<file path="src/rtl/uart_pkg.sv">
// Shared definitions for the UART transmitter controller: register offsets,
// supported baud rates, serializer states and small helper functions.
package uart_pkg;

  localparam logic [11:0] OFF_DATA   = 12'h000;
  localparam logic [11:0] OFF_BUSY   = 12'h004;
  localparam logic [11:0] OFF_BAUD   = 12'h008;
  localparam logic [11:0] OFF_PARITY = 12'h00C;
  localparam logic [11:0] OFF_STOP   = 12'h010;
  localparam logic [11:0] OFF_RST    = 12'h024;

  localparam logic [31:0] BAUD_9600   = 32'd9600;
  localparam logic [31:0] BAUD_19200  = 32'd19200;
  localparam logic [31:0] BAUD_38400  = 32'd38400;
  localparam logic [31:0] BAUD_57600  = 32'd57600;
  localparam logic [31:0] BAUD_115200 = 32'd115200;

  typedef enum logic [2:0] {
    SER_IDLE   = 3'd0,
    SER_START  = 3'd1,
    SER_DATA   = 3'd2,
    SER_PARITY = 3'd3,
    SER_STOP   = 3'd4
  } ser_state_e;

  function automatic logic even_parity(input logic [7:0] d);
    return ^d;
  endfunction

  function automatic logic baud_supported(input logic [31:0] baud);
    logic ok;
    case (baud)
      BAUD_9600, BAUD_19200, BAUD_38400, BAUD_57600, BAUD_115200: ok = 1'b1;
      default: ok = 1'b0;
    endcase
    return ok;
  endfunction

  // A zero divisor would stall the serializer forever, so clamp to one clock.
  function automatic logic [31:0] bit_divisor(input logic [31:0] clk_hz, input logic [31:0] baud);
    logic [31:0] q;
    q = clk_hz / baud;
    if (q == 32'd0) begin
      q = 32'd1;
    end else begin
      q = q;
    end
    return q;
  endfunction

endpackage

</file>
<file path="src/rtl/uart_tx_sb_ctrl_if.sv">
// System-bus slave port of the UART transmitter controller.
interface uart_tx_sb_ctrl_if;
  logic        req_i;
  logic        write_enable_i;
  logic [31:0] addr_i;
  logic [31:0] write_data_i;
  logic [31:0] read_data_o;

  modport master (output req_i, output write_enable_i, output addr_i,
                  output write_data_i, input read_data_o);
  modport slave  (input req_i, input write_enable_i, input addr_i,
                  input write_data_i, output read_data_o);
endinterface

</file>
<file path="src/rtl/uart_tx_serializer.sv">
// Bit serializer: start, 8 data bits LSB first, optional even parity, 1 or 2
// stop bits, each held for the latched divisor; tx is registered.
module uart_tx_serializer
  import uart_pkg::*;
(
  input  logic        clk,
  input  logic        rst_n,
  input  logic        srst,
  input  logic        start,
  input  logic [7:0]  data,
  input  logic [31:0] divisor,
  input  logic        parity_en,
  input  logic [1:0]  stopbit,
  output logic        tx_o,
  output logic        busy,
  output logic        last
);

  ser_state_e  state_r, state_s;
  logic [31:0] cnt_r, cnt_s;
  logic [31:0] div_r, div_s;
  logic [2:0]  bit_idx_r, bit_idx_s;
  logic        stop_idx_r, stop_idx_s;
  logic [7:0]  shift_r, shift_s;
  logic        par_r, par_s;
  logic        par_en_r, par_en_s;
  logic        two_stop_r, two_stop_s;
  logic        tx_r, tx_s;
  logic        tick_s, last_s, load_s;

  assign tick_s = (cnt_r == (div_r - 32'd1));
  assign last_s = (state_r == SER_STOP) && tick_s && (stop_idx_r == two_stop_r);
  // A new frame may start from idle or directly on the final stop-bit clock.
  assign load_s = start && ((state_r == SER_IDLE) || last_s);

  assign tx_o = tx_r;
  assign busy = (state_r != SER_IDLE);
  assign last = last_s;

  // Next-state and next-datapath logic.
  always_comb begin
    state_s    = state_r;
    cnt_s      = cnt_r;
    div_s      = div_r;
    bit_idx_s  = bit_idx_r;
    stop_idx_s = stop_idx_r;
    shift_s    = shift_r;
    par_s      = par_r;
    par_en_s   = par_en_r;
    two_stop_s = two_stop_r;
    tx_s       = tx_r;
    if (load_s) begin
      state_s    = SER_START;
      cnt_s      = 32'd0;
      div_s      = divisor;
      shift_s    = data;
      par_s      = even_parity(data);
      par_en_s   = parity_en;
      two_stop_s = (stopbit == 2'd2);
      tx_s       = 1'b0;
    end else begin
      case (state_r)
        SER_IDLE: begin
          cnt_s = 32'd0;
          tx_s  = 1'b1;
        end
        SER_START: begin
          if (tick_s) begin
            cnt_s     = 32'd0;
            state_s   = SER_DATA;
            bit_idx_s = 3'd0;
            tx_s      = shift_r[0];
          end else begin
            cnt_s = cnt_r + 32'd1;
          end
        end
        SER_DATA: begin
          if (tick_s) begin
            cnt_s   = 32'd0;
            shift_s = {1'b0, shift_r[7:1]};
            if (bit_idx_r == 3'd7) begin
              if (par_en_r) begin
                state_s = SER_PARITY;
                tx_s    = par_r;
              end else begin
                state_s    = SER_STOP;
                stop_idx_s = 1'b0;
                tx_s       = 1'b1;
              end
            end else begin
              bit_idx_s = bit_idx_r + 3'd1;
              tx_s      = shift_r[1];
            end
          end else begin
            cnt_s = cnt_r + 32'd1;
          end
        end
        SER_PARITY: begin
          if (tick_s) begin
            cnt_s      = 32'd0;
            state_s    = SER_STOP;
            stop_idx_s = 1'b0;
            tx_s       = 1'b1;
          end else begin
            cnt_s = cnt_r + 32'd1;
          end
        end
        SER_STOP: begin
          if (tick_s) begin
            cnt_s = 32'd0;
            if (last_s) begin
              state_s = SER_IDLE;
              tx_s    = 1'b1;
            end else begin
              stop_idx_s = 1'b1;
            end
          end else begin
            cnt_s = cnt_r + 32'd1;
          end
        end
        default: begin
          state_s = SER_IDLE;
          cnt_s   = 32'd0;
          tx_s    = 1'b1;
        end
      endcase
    end
  end

  // State and datapath registers; soft reset mirrors the hardware reset.
  always_ff @(posedge clk or negedge rst_n) begin
    if (!rst_n) begin
      state_r    <= SER_IDLE;
      cnt_r      <= 32'd0;
      div_r      <= 32'd1;
      bit_idx_r  <= 3'd0;
      stop_idx_r <= 1'b0;
      shift_r    <= 8'd0;
      par_r      <= 1'b0;
      par_en_r   <= 1'b0;
      two_stop_r <= 1'b0;
      tx_r       <= 1'b1;
    end else if (srst) begin
      state_r    <= SER_IDLE;
      cnt_r      <= 32'd0;
      div_r      <= 32'd1;
      bit_idx_r  <= 3'd0;
      stop_idx_r <= 1'b0;
      shift_r    <= 8'd0;
      par_r      <= 1'b0;
      par_en_r   <= 1'b0;
      two_stop_r <= 1'b0;
      tx_r       <= 1'b1;
    end else begin
      state_r    <= state_s;
      cnt_r      <= cnt_s;
      div_r      <= div_s;
      bit_idx_r  <= bit_idx_s;
      stop_idx_r <= stop_idx_s;
      shift_r    <= shift_s;
      par_r      <= par_s;
      par_en_r   <= par_en_s;
      two_stop_r <= two_stop_s;
      tx_r       <= tx_s;
    end
  end

endmodule

</file>
<file path="src/rtl/uart_tx_sb_ctrl.sv">
// Memory-mapped UART transmitter: bus decode, TX config registers, read mux.
// Optional one-byte holding register enabled by macro UART_TX_HOLD_BUF_EN.
module uart_tx_sb_ctrl
  import uart_pkg::*;
#(
  parameter int unsigned CLK_HZ       = 32'd10_000_000,
  parameter int unsigned DEFAULT_BAUD = 32'd9600
) (
  input  logic              clk_i,
  input  logic              rst_ni,
  uart_tx_sb_ctrl_if.slave  bus,
  output logic              tx_o
);

  localparam logic [31:0] DIV_9600    = bit_divisor(CLK_HZ, BAUD_9600);
  localparam logic [31:0] DIV_19200   = bit_divisor(CLK_HZ, BAUD_19200);
  localparam logic [31:0] DIV_38400   = bit_divisor(CLK_HZ, BAUD_38400);
  localparam logic [31:0] DIV_57600   = bit_divisor(CLK_HZ, BAUD_57600);
  localparam logic [31:0] DIV_115200  = bit_divisor(CLK_HZ, BAUD_115200);
  localparam logic [31:0] DIV_DEFAULT = bit_divisor(CLK_HZ, DEFAULT_BAUD);
  localparam logic [31:0] BAUD_RESET  = DEFAULT_BAUD;

  logic [11:0] off_s;
  logic        wr_s, rd_s, srst_s, data_we_s, cfg_ok_s;
  logic        baud_we_s, parity_we_s, stop_we_s;
  logic        busy_s, ser_busy_s, ser_last_s, ser_start_s;
  logic [7:0]  ser_byte_s;
  logic [31:0] divisor_s, rd_mux_s;
  logic [31:0] baud_r, read_data_r;
  logic        parity_en_r;
  logic [1:0]  stopbit_r;
  logic        unused_addr_s;

  assign off_s         = bus.addr_i[11:0];
  assign unused_addr_s = ^bus.addr_i[31:12];
  assign wr_s          = bus.req_i && bus.write_enable_i;
  assign rd_s          = bus.req_i && !bus.write_enable_i;
  assign srst_s        = wr_s && (off_s == OFF_RST) && bus.write_data_i[0];
  assign data_we_s     = wr_s && (off_s == OFF_DATA);
  assign cfg_ok_s      = wr_s && !busy_s;
  assign baud_we_s     = cfg_ok_s && (off_s == OFF_BAUD) && baud_supported(bus.write_data_i);
  assign parity_we_s   = cfg_ok_s && (off_s == OFF_PARITY);
  assign stop_we_s     = cfg_ok_s && (off_s == OFF_STOP) &&
                         ((bus.write_data_i[1:0] == 2'd1) || (bus.write_data_i[1:0] == 2'd2));
  assign bus.read_data_o = read_data_r;

`ifdef UART_TX_HOLD_BUF_EN
  logic [7:0] hold_r;
  logic       hold_full_r, fill_s, feed_s, direct_s;

  assign busy_s      = ser_busy_s || hold_full_r;
  assign direct_s    = data_we_s && !busy_s;
  assign fill_s      = data_we_s && ser_busy_s && !hold_full_r;
  // Feeding on the last stop clock chains the next START with no idle gap.
  assign feed_s      = hold_full_r && (!ser_busy_s || ser_last_s);
  assign ser_start_s = direct_s || feed_s;
  assign ser_byte_s  = feed_s ? hold_r : bus.write_data_i[7:0];

  // Holding register for one byte queued behind the frame being shifted.
  always_ff @(posedge clk_i or negedge rst_ni) begin
    if (!rst_ni) begin
      hold_r      <= 8'd0;
      hold_full_r <= 1'b0;
    end else if (srst_s) begin
      hold_r      <= 8'd0;
      hold_full_r <= 1'b0;
    end else if (fill_s) begin
      hold_r      <= bus.write_data_i[7:0];
      hold_full_r <= 1'b1;
    end else if (feed_s) begin
      hold_full_r <= 1'b0;
    end
  end
`else
  logic unused_last_s;

  assign unused_last_s = ser_last_s;
  assign busy_s        = ser_busy_s;
  assign ser_start_s   = data_we_s && !busy_s;
  assign ser_byte_s    = bus.write_data_i[7:0];
`endif

  // Bit-period divisor for the currently configured baud rate.
  always_comb begin
    divisor_s = DIV_DEFAULT;
    case (baud_r)
      BAUD_9600:   divisor_s = DIV_9600;
      BAUD_19200:  divisor_s = DIV_19200;
      BAUD_38400:  divisor_s = DIV_38400;
      BAUD_57600:  divisor_s = DIV_57600;
      BAUD_115200: divisor_s = DIV_115200;
      default:     divisor_s = DIV_DEFAULT;
    endcase
  end

  // Read mux; write-only and unmapped offsets read as zero.
  always_comb begin
    rd_mux_s = 32'd0;
    case (off_s)
      OFF_BUSY:   rd_mux_s = {31'd0, busy_s};
      OFF_BAUD:   rd_mux_s = baud_r;
      OFF_PARITY: rd_mux_s = {31'd0, parity_en_r};
      OFF_STOP:   rd_mux_s = {30'd0, stopbit_r};
      default:    rd_mux_s = 32'd0;
    endcase
  end

  // Configuration and read-data registers.
  always_ff @(posedge clk_i or negedge rst_ni) begin
    if (!rst_ni) begin
      baud_r      <= BAUD_RESET;
      parity_en_r <= 1'b1;
      stopbit_r   <= 2'd1;
      read_data_r <= 32'd0;
    end else if (srst_s) begin
      baud_r      <= BAUD_RESET;
      parity_en_r <= 1'b1;
      stopbit_r   <= 2'd1;
      read_data_r <= 32'd0;
    end else begin
      if (baud_we_s) begin
        baud_r <= bus.write_data_i;
      end
      if (parity_we_s) begin
        parity_en_r <= bus.write_data_i[0];
      end
      if (stop_we_s) begin
        stopbit_r <= bus.write_data_i[1:0];
      end
      if (rd_s) begin
        read_data_r <= rd_mux_s;
      end
    end
  end

  uart_tx_serializer u_serializer (
    .clk       (clk_i),
    .rst_n     (rst_ni),
    .srst      (srst_s),
    .start     (ser_start_s),
    .data      (ser_byte_s),
    .divisor   (divisor_s),
    .parity_en (parity_en_r),
    .stopbit   (stopbit_r),
    .tx_o      (tx_o),
    .busy      (ser_busy_s),
    .last      (ser_last_s)
  );

endmodule

</file>
<file path="src/flat_wrapper.sv">
// flat-port wrapper written by rule: the top's interface ports become plain ports
module uart_tx_sb_ctrl_flat import uart_pkg::*;
#(
  parameter int unsigned CLK_HZ       = 32'd10_000_000,
  parameter int unsigned DEFAULT_BAUD = 32'd9600
)
  (clk_i, rst_ni, tx_o, bus_req_i, bus_write_enable_i, bus_addr_i, bus_write_data_i, bus_read_data_o);
  uart_tx_sb_ctrl_if bus_i ();
  input  logic clk_i;
  input  logic rst_ni;
  output logic tx_o;
  input wire logic [$bits(bus_i.req_i)-1:0] bus_req_i;
  input wire logic [$bits(bus_i.write_enable_i)-1:0] bus_write_enable_i;
  input wire logic [$bits(bus_i.addr_i)-1:0] bus_addr_i;
  input wire logic [$bits(bus_i.write_data_i)-1:0] bus_write_data_i;
  output wire logic [$bits(bus_i.read_data_o)-1:0] bus_read_data_o;
  assign bus_i.req_i = bus_req_i;
  assign bus_i.write_enable_i = bus_write_enable_i;
  assign bus_i.addr_i = bus_addr_i;
  assign bus_i.write_data_i = bus_write_data_i;
  assign bus_read_data_o = bus_i.read_data_o;
  uart_tx_sb_ctrl #(.CLK_HZ(CLK_HZ), .DEFAULT_BAUD(DEFAULT_BAUD)) u_core (.clk_i(clk_i), .rst_ni(rst_ni), .bus(bus_i), .tx_o(tx_o));
endmodule
</file>
<file path="config.mk">
export PLATFORM = sky130hd
export DESIGN_NAME = uart_tx_sb_ctrl_flat
export DESIGN_NICKNAME = d
export VERILOG_FILES = /design/src/rtl/uart_pkg.sv /design/src/rtl/uart_tx_sb_ctrl_if.sv /design/src/rtl/uart_tx_serializer.sv /design/src/rtl/uart_tx_sb_ctrl.sv /design/src/flat_wrapper.sv
export SDC_FILE = /design/constraint.sdc
export NUM_CORES = 1
export LEC_CHECK = 0
export BUFFER_PORTS_ARGS = -buffer_cell sky130_fd_sc_hd__buf_2
export CAP_MARGIN = 40
export CORE_ASPECT_RATIO = 0.8
export CORE_MARGIN = 2
export CORE_UTILIZATION = 35
export DETAILED_ROUTE_END_ITERATION = 8
export PLACE_DENSITY_LB_ADDON = 0.1
export SYNTH_ARGS = -nofsm -noshare
export SYNTH_HDL_FRONTEND = slang
export SYNTH_SLANG_ARGS = --single-unit
</file>
<file path="constraint.sdc">
create_clock -name clk_i -period 7.8 [get_ports clk_i]
set_clock_uncertainty 0.05 [all_clocks]
set_input_delay 1.56 -clock clk_i [delete_from_list [all_inputs] [get_ports clk_i]]
set_output_delay 1.56 -clock clk_i [all_outputs]
set_load 0.005 [all_outputs]
</file>
* Yosys cells after proc, flatten, opt, wreduce, memory -nomap -nowiden
Cells that the tools add are included.
** Storage, ports and cells
- Flip-flop bits (word level) :: 150
- Bits of input ports :: 68
- Output and inout port bits :: 33
- Logic and storage cells :: 158
** Operators by class
- Add/subtract/negate cells :: 3
- Equality and inequality tests :: 40
- Mux-type cells :: 62
- Reduce and logical (&&, ||, !) cells :: 39
** Operators with widths (number)
- 32-bit 2-to-1 mux :: 10
- 32-bit by 16-bit equality test with 1-bit output (second input constant) :: 4
- 32-bit case mux with 4 select lines :: 1
- 32-bit by 15-bit equality test with 1-bit output (second input constant) :: 2
- 32-bit by 17-bit equality test with 1-bit output (second input constant) :: 2
- 11-bit case mux with 4 select lines :: 1
- 3-bit 2-to-1 mux :: 14
- 32-bit by 1-bit adder with 32-bit output (second input constant) :: 1
- 32-bit by 14-bit equality test with 1-bit output (second input constant) :: 1
- 32-bit equality test :: 1
- 8-bit 2-to-1 mux :: 4
- 32-bit by 1-bit subtractor with 32-bit output (second input constant) :: 1
- 3-bit by 2-bit inequality test with 1-bit output (second input constant) :: 9
- 1-bit 2-to-1 mux :: 26
- 12-bit by 4-bit equality test with 1-bit output (second input constant) :: 2
- 4-bit by 3-bit inequality test with 1-bit output (second input constant) :: 6
- 1-bit logical AND :: 15
- 3-bit case mux with 5 select lines :: 1
- 12-bit by 3-bit equality test with 1-bit output (second input constant) :: 1
- 12-bit by 5-bit equality test with 1-bit output (second input constant) :: 1
- 12-bit by 6-bit equality test with 1-bit output (second input constant) :: 1
- 12-bit logical NOT :: 1
- 3-bit nonzero test :: 4
- 5-bit AND reduction :: 2
- 23 further kinds :: 33

* Logic depth before layout (Yosys ltp)
- Word-level depth :: 9
- Mapped depth :: 12
- Mapped depth without buffers :: 11

* Modules after synthesis
Synthesis repeated with hierarchy kept, for this count alone.
** Unflattened totals
- Cell total of the unflattened synthesis :: 928
- Area, all modules :: 8903.5 um2
** By module, submodules not included
- uart_tx_serializer :: instances 1, cells an instance 617, area each 5621.6 um2, seq. area each 2079.5 um2
- uart_tx_sb_ctrl :: instances 1, cells an instance 311, area each 3281.9 um2, seq. area each 1684.1 um2

* Worst setup path after synthesis
OpenSTA, ideal clock, no wires.
- Path type :: input port to flip-flop
- Start :: in bus_addr_i[1]
- End :: reg u_core.baud_r[11]
- Setup time :: 83 ps
- Data arrival time :: 3707 ps
- Required time :: 7667 ps
- Slack :: 3960 ps
- Stages :: 9
- Buffers on the path :: 2
- Cells stage by stage :: nor4_1 nand2_1 or3_1 or4_1 a21oi_1 buf_1 clkbuf_1 nand2_1 o21ai_0
** On the way
- Cells in the longest elaborated chain, start to end :: 4
- Elaborated cells between the ends (all ways) :: 8
- Classes of those cells :: eq/ne: 2; mux: 1; reduce/logical: 5
** RTL lines
- start, declared :: RTL line flat_wrapper.sv:14 : input wire logic [$bits(bus_i.addr_i)-1:0] bus_addr_i;
- 12-bit by 6-bit equality test with 1-bit output or 12-bit by 4-bit equality test with 1-bit output (tied branches) :: RTL line uart_tx_sb_ctrl.sv:38, uart_tx_sb_ctrl.sv:41
- 1-bit logical AND, on equally long branches (2 in series) :: RTL line uart_tx_sb_ctrl.sv:38, uart_tx_sb_ctrl.sv:41
- 32-bit 2-to-1 mux or 2-bit nonzero test (tied branches)
- end signal, assigned :: RTL line uart_tx_sb_ctrl.sv:122 : baud_r <= bus.write_data_i;
- end, declared :: RTL line uart_tx_sb_ctrl.sv:29 : logic [31:0] baud_r, read_data_r;
Parallel ways exist; a longest one is shown, timed or not.
A chain may end at the register's enable or synchronous reset.

* Worst setup path after layout
- Start :: reg u_core.u_serializer.div_r[0]
- End :: reg u_core.u_serializer.bit_idx_r[0]
** On the way
- Cells in the longest elaborated chain, start to end :: 8
- Elaborated cells between the ends (all ways) :: 10
- Classes of those cells :: add/sub: 1; eq/ne: 4; reduce/logical: 5
** RTL lines
- start, declared :: RTL line uart_tx_serializer.sv:21 : logic [31:0] div_r, div_s;
- start signal, assigned :: RTL line uart_tx_serializer.sv:157 : div_r <= div_s;
- 32-bit by 1-bit subtractor with 32-bit output * :: RTL line uart_tx_serializer.sv:31 : assign tick_s = (cnt_r == (div_r - 32'd1));
- 32-bit equality test * :: RTL line uart_tx_serializer.sv:31
- 1-bit logical AND (2 in series) :: RTL line uart_tx_serializer.sv:32 : assign last_s = (state_r == SER_STOP) && tick_s && (stop_idx_r == two_stop_r);
- 1-bit logical OR :: RTL line uart_tx_serializer.sv:34 : assign load_s = start && ((state_r == SER_IDLE) || last_s);
- 1-bit logical AND :: RTL line uart_tx_serializer.sv:34
- 2-bit by 1-bit inequality test with 1-bit output (no source line)
- 5-bit AND reduction (no source line) *
- end signal, assigned :: RTL line uart_tx_serializer.sv:158 : bit_idx_r <= bit_idx_s;
- end, declared :: RTL line uart_tx_serializer.sv:22 : logic [2:0] bit_idx_r, bit_idx_s;
Every way passes the cells marked *; elsewhere a longest branch is shown, timed or not.

==> results.cfg <==
[floorplanning]
ios = 101
die_width_um = 155
dieArea_mm2 = 0.0193
core_area_mm2 = 0.0180
start_util_pct = 35.3
fp-row-count = 44
die_h_um = 125

[synthesis]
synth_ff_type = dfrtp_1
synth_top_area_share_pct = 46.8
syn-cell-area_mm2 = 0.00636
synthTopCellsByArea = dfrtp_1, a22o_1, nor2_1
syn_nets = 718
syn_inst = 640
netlist-cell-type-count = 60
synth_edf_count = 0
yosys_warnings = 0
avgSynthCellArea_um2 = 9.94
async_reset_ff_share_pct = 100
ys_seq_elements = 127
ys_seq_area_share_pct = 50.1
yosysTopAreaCell = dfrtp_1

[clock_tree]
htreeDepth = 4
cts_resized = 0
cts_max_path_buffers = 2
clk_latency_ns = 0.42
clk_pin_slew_ns = 0.06
cts_root_buf = clkbuf_16
cts_buffers = 17
postCtsSetupBuffers = 0
postCtsHoldBufs = 0
cts_sinks = 127
cts_tree = done

[grt]
grt_remaining_overflow = 0
grt_pass1_vias = 5066
track_usage_pct = 18.0
grt_max_degree = 48
grt_antenna_before_repair = 0
grt_pass1_wl_um = 27300

[cells_and_area]
area_delta_synth_final_pct = 20.1
final_nets = 798
diodes = 0
fillCellCount = 1704
layout-drive-gt1-share_pct = 19.5

[route]
drtAntennaViolNets = 0
wl_um = 16200
drc = 0
drtPass1Iterations = 4
routed.top_layer = met4
route.met2.wl_um = 6860
m1WireLength_um = 8440
via_count = 5077
viasPerCell = 5.27
met3_length_um = 757
drt_iter0_drc = 348
detail_route.wl_per_cell_um = 16.9

[timing]
finalSetupTns_ns = 0
worst_slack_ns = 4.10
max_freq_ghz = 0.270
whs_ns = 0.443
final.min_clock_period_ns = 3.70
slew_headroom_pct = 47.8
rsz0062_at_grt = false
min_period_over_period_pct = 47.4
setup_violations = 0
slew_viol_final = 0
worst_slew_pin_slew_ns = 0.781
hold_violations = 0

[setup_path]
critPathCaptureType = register
r2r_start = u_core.u_serializer.div_r[0]
rr_endpoint = u_core.u_serializer.bit_idx_r[0]
r2r_setup_slack_ns = 4.10
cp_max_fo = 9
worst_path_max_delay_cell = or3_1
slowest_delay_ns = 0.62
start_kind = register
critical_path_class = register to register
crit_arrival_ns = 3.99
crit_chain = inv_1, ha_1, and4_1, ha_1, xor2_1, nand4_1, a2111oi_4, nand3_2, or3_1, or3_4, o21ai_2
path_buf_inv = 1
r2r_cells = 11
worst_path_dominant_cell_family = simple AND/OR/NAND/NOR gates
crit_required_ns = 8.09
cpMostUsedCell = ha_1

[place]
dp_hpwl_um = 11400
place.gp.congestion = 0.813
place_ws_ns = 3.72
io_buffer_count = 80

[pwr]
p_per_area_mw_per_mm2 = 214
power.total_uw = 1630
p_leak_uw = 0.00354
ir_drop_mv = 0.112

[hold_path]
hold_depth = 2
hold_path.class = register to register
min-delay-start = u_core.u_serializer.bit_idx_r[1]
holdPathEnd = u_core.u_serializer.bit_idx_r[1]

[job]
cap_violations = 0

[status]
outcome = complete, no violations
-- through the flow --
stage | util, % | instance area, µm² | instances
6_report | 42.4 | 7640 | 963
5_1_grt | 42.4 | 7640 | 963
4_1_cts | 42.4 | 7640 | 963
3_5_place_dp | 39.2 | 7060 | 931
3_3_place_gp | 38.8 | 6990 | 928
2_1_floorplan | - | 6360 | 640
-- tightest hold or removal path, delay by kind of cell, from the launching register on --
family          cells  cell delay, ns
simple gates        1            0.06
flops               1            0.35
compound gates      1            0.05
-- cell type report --
| class | count | area, µm² | share of cell area, % |
|---|---|---|---|
| well taps | 230 | 288 | 3.77 |
| multi-input cells | 464 | 2990 | 39.1 |
| repair buffers | 89 | 510 | 6.68 |
| clock buffers | 18 | 429 | 5.62 |
| inverters | 21 | 78.8 | 1.03 |
| clock inverters | 14 | 155 | 2.03 |
| flip-flops and latches | 127 | 3190 | 41.7 |
-- power breakdown --
group	internal (µW)	switching (µW)	leakage [µW]
clock network	476	317	0.000282
registers	677	32.3	0.00165
logic	60.2	70.5	0.00160
-- flip-flops by register name, summed over array words and instances (netlist names), 2 cells and up --
name                           flops
u_core.u_serializer.state_r        3
u_core.bus.read_data_o            32
u_core.u_serializer.shift_r        8
u_core.stopbit_r                   2
u_core.baud_r                     32
u_core.u_serializer.cnt_r         32
u_core.u_serializer.div_r          9
u_core.u_serializer.bit_idx_r      3
-- worst max-delay path by stage --
stage,start,end,depth (start not counted)
floorplan,bus_addr_i[1],u_core.baud_r[11],9
global placement,bus_addr_i[3],u_core.u_serializer.state_r[1],8
detailed placement,bus_addr_i[1],u_core.baud_r[9],10
CTS,u_core.u_serializer.div_r[0],u_core.u_serializer.bit_idx_r[0],11
global route,u_core.u_serializer.div_r[0],u_core.u_serializer.bit_idx_r[0],11
finish,u_core.u_serializer.div_r[0],u_core.u_serializer.bit_idx_r[0],11
-- Yosys cell counts, drive strengths merged (10+ instances only) --
| cell | n |
|---|---|
| a21oi | 16 |
| a22o | 33 |
| and2 | 18 |
| clkbuf | 25 |
| dfrtp | 119 |
| ha | 10 |
| inv | 21 |
| mux2i | 11 |
| nand2 | 58 |
| nand3 | 30 |
| nand4 | 21 |
| nor2 | 63 |
| nor3 | 20 |
| nor4 | 17 |
| o21ai | 27 |
| o22ai | 11 |
| xnor2 | 21 |
| xor2 | 22 |
-- metal layers --
layer | track usage [%] | up-vias
li1 | - | 2468
met1 | 27.6 | 2499
met2 | 24.2 | 98
met3 | 4.70 | 12
met4 | 5.94 | 0
met5 | 0 | -
-- placed cells by master (no fill, tap or decap), types with 8 or more instances in the layout --
cell,n
dfrtp_1,119
buf_2,79
nor2_1,63
nand2_1,58
a22o_1,33
nand3_1,29
o21ai_0,24
xor2_1,22
inv_1,21
xnor2_1,21
nand4_1,21
nor3_1,19
and2_1,18
clkbuf_16,17
nor4_1,16
a21oi_1,15
mux2i_1,11
o22ai_1,11
ha_1,10
or3_1,8
nand2b_1,8
buf_4,8
dfstp_2,8
-- cell families (layout without fill, tap and decap cells) --
logic type	after synthesis	in the layout	synth area share, %
flops	127	127	50.1
xor+xnor	43	43	5.92
simple gates	283	283	23.7
fa+ha+maj	10	10	1.97
mux	11	11	1.73
buf+inv	49	142	3.03
compound gates	117	117	13.6
No activity file was read; power rests on OpenSTA's default activity.
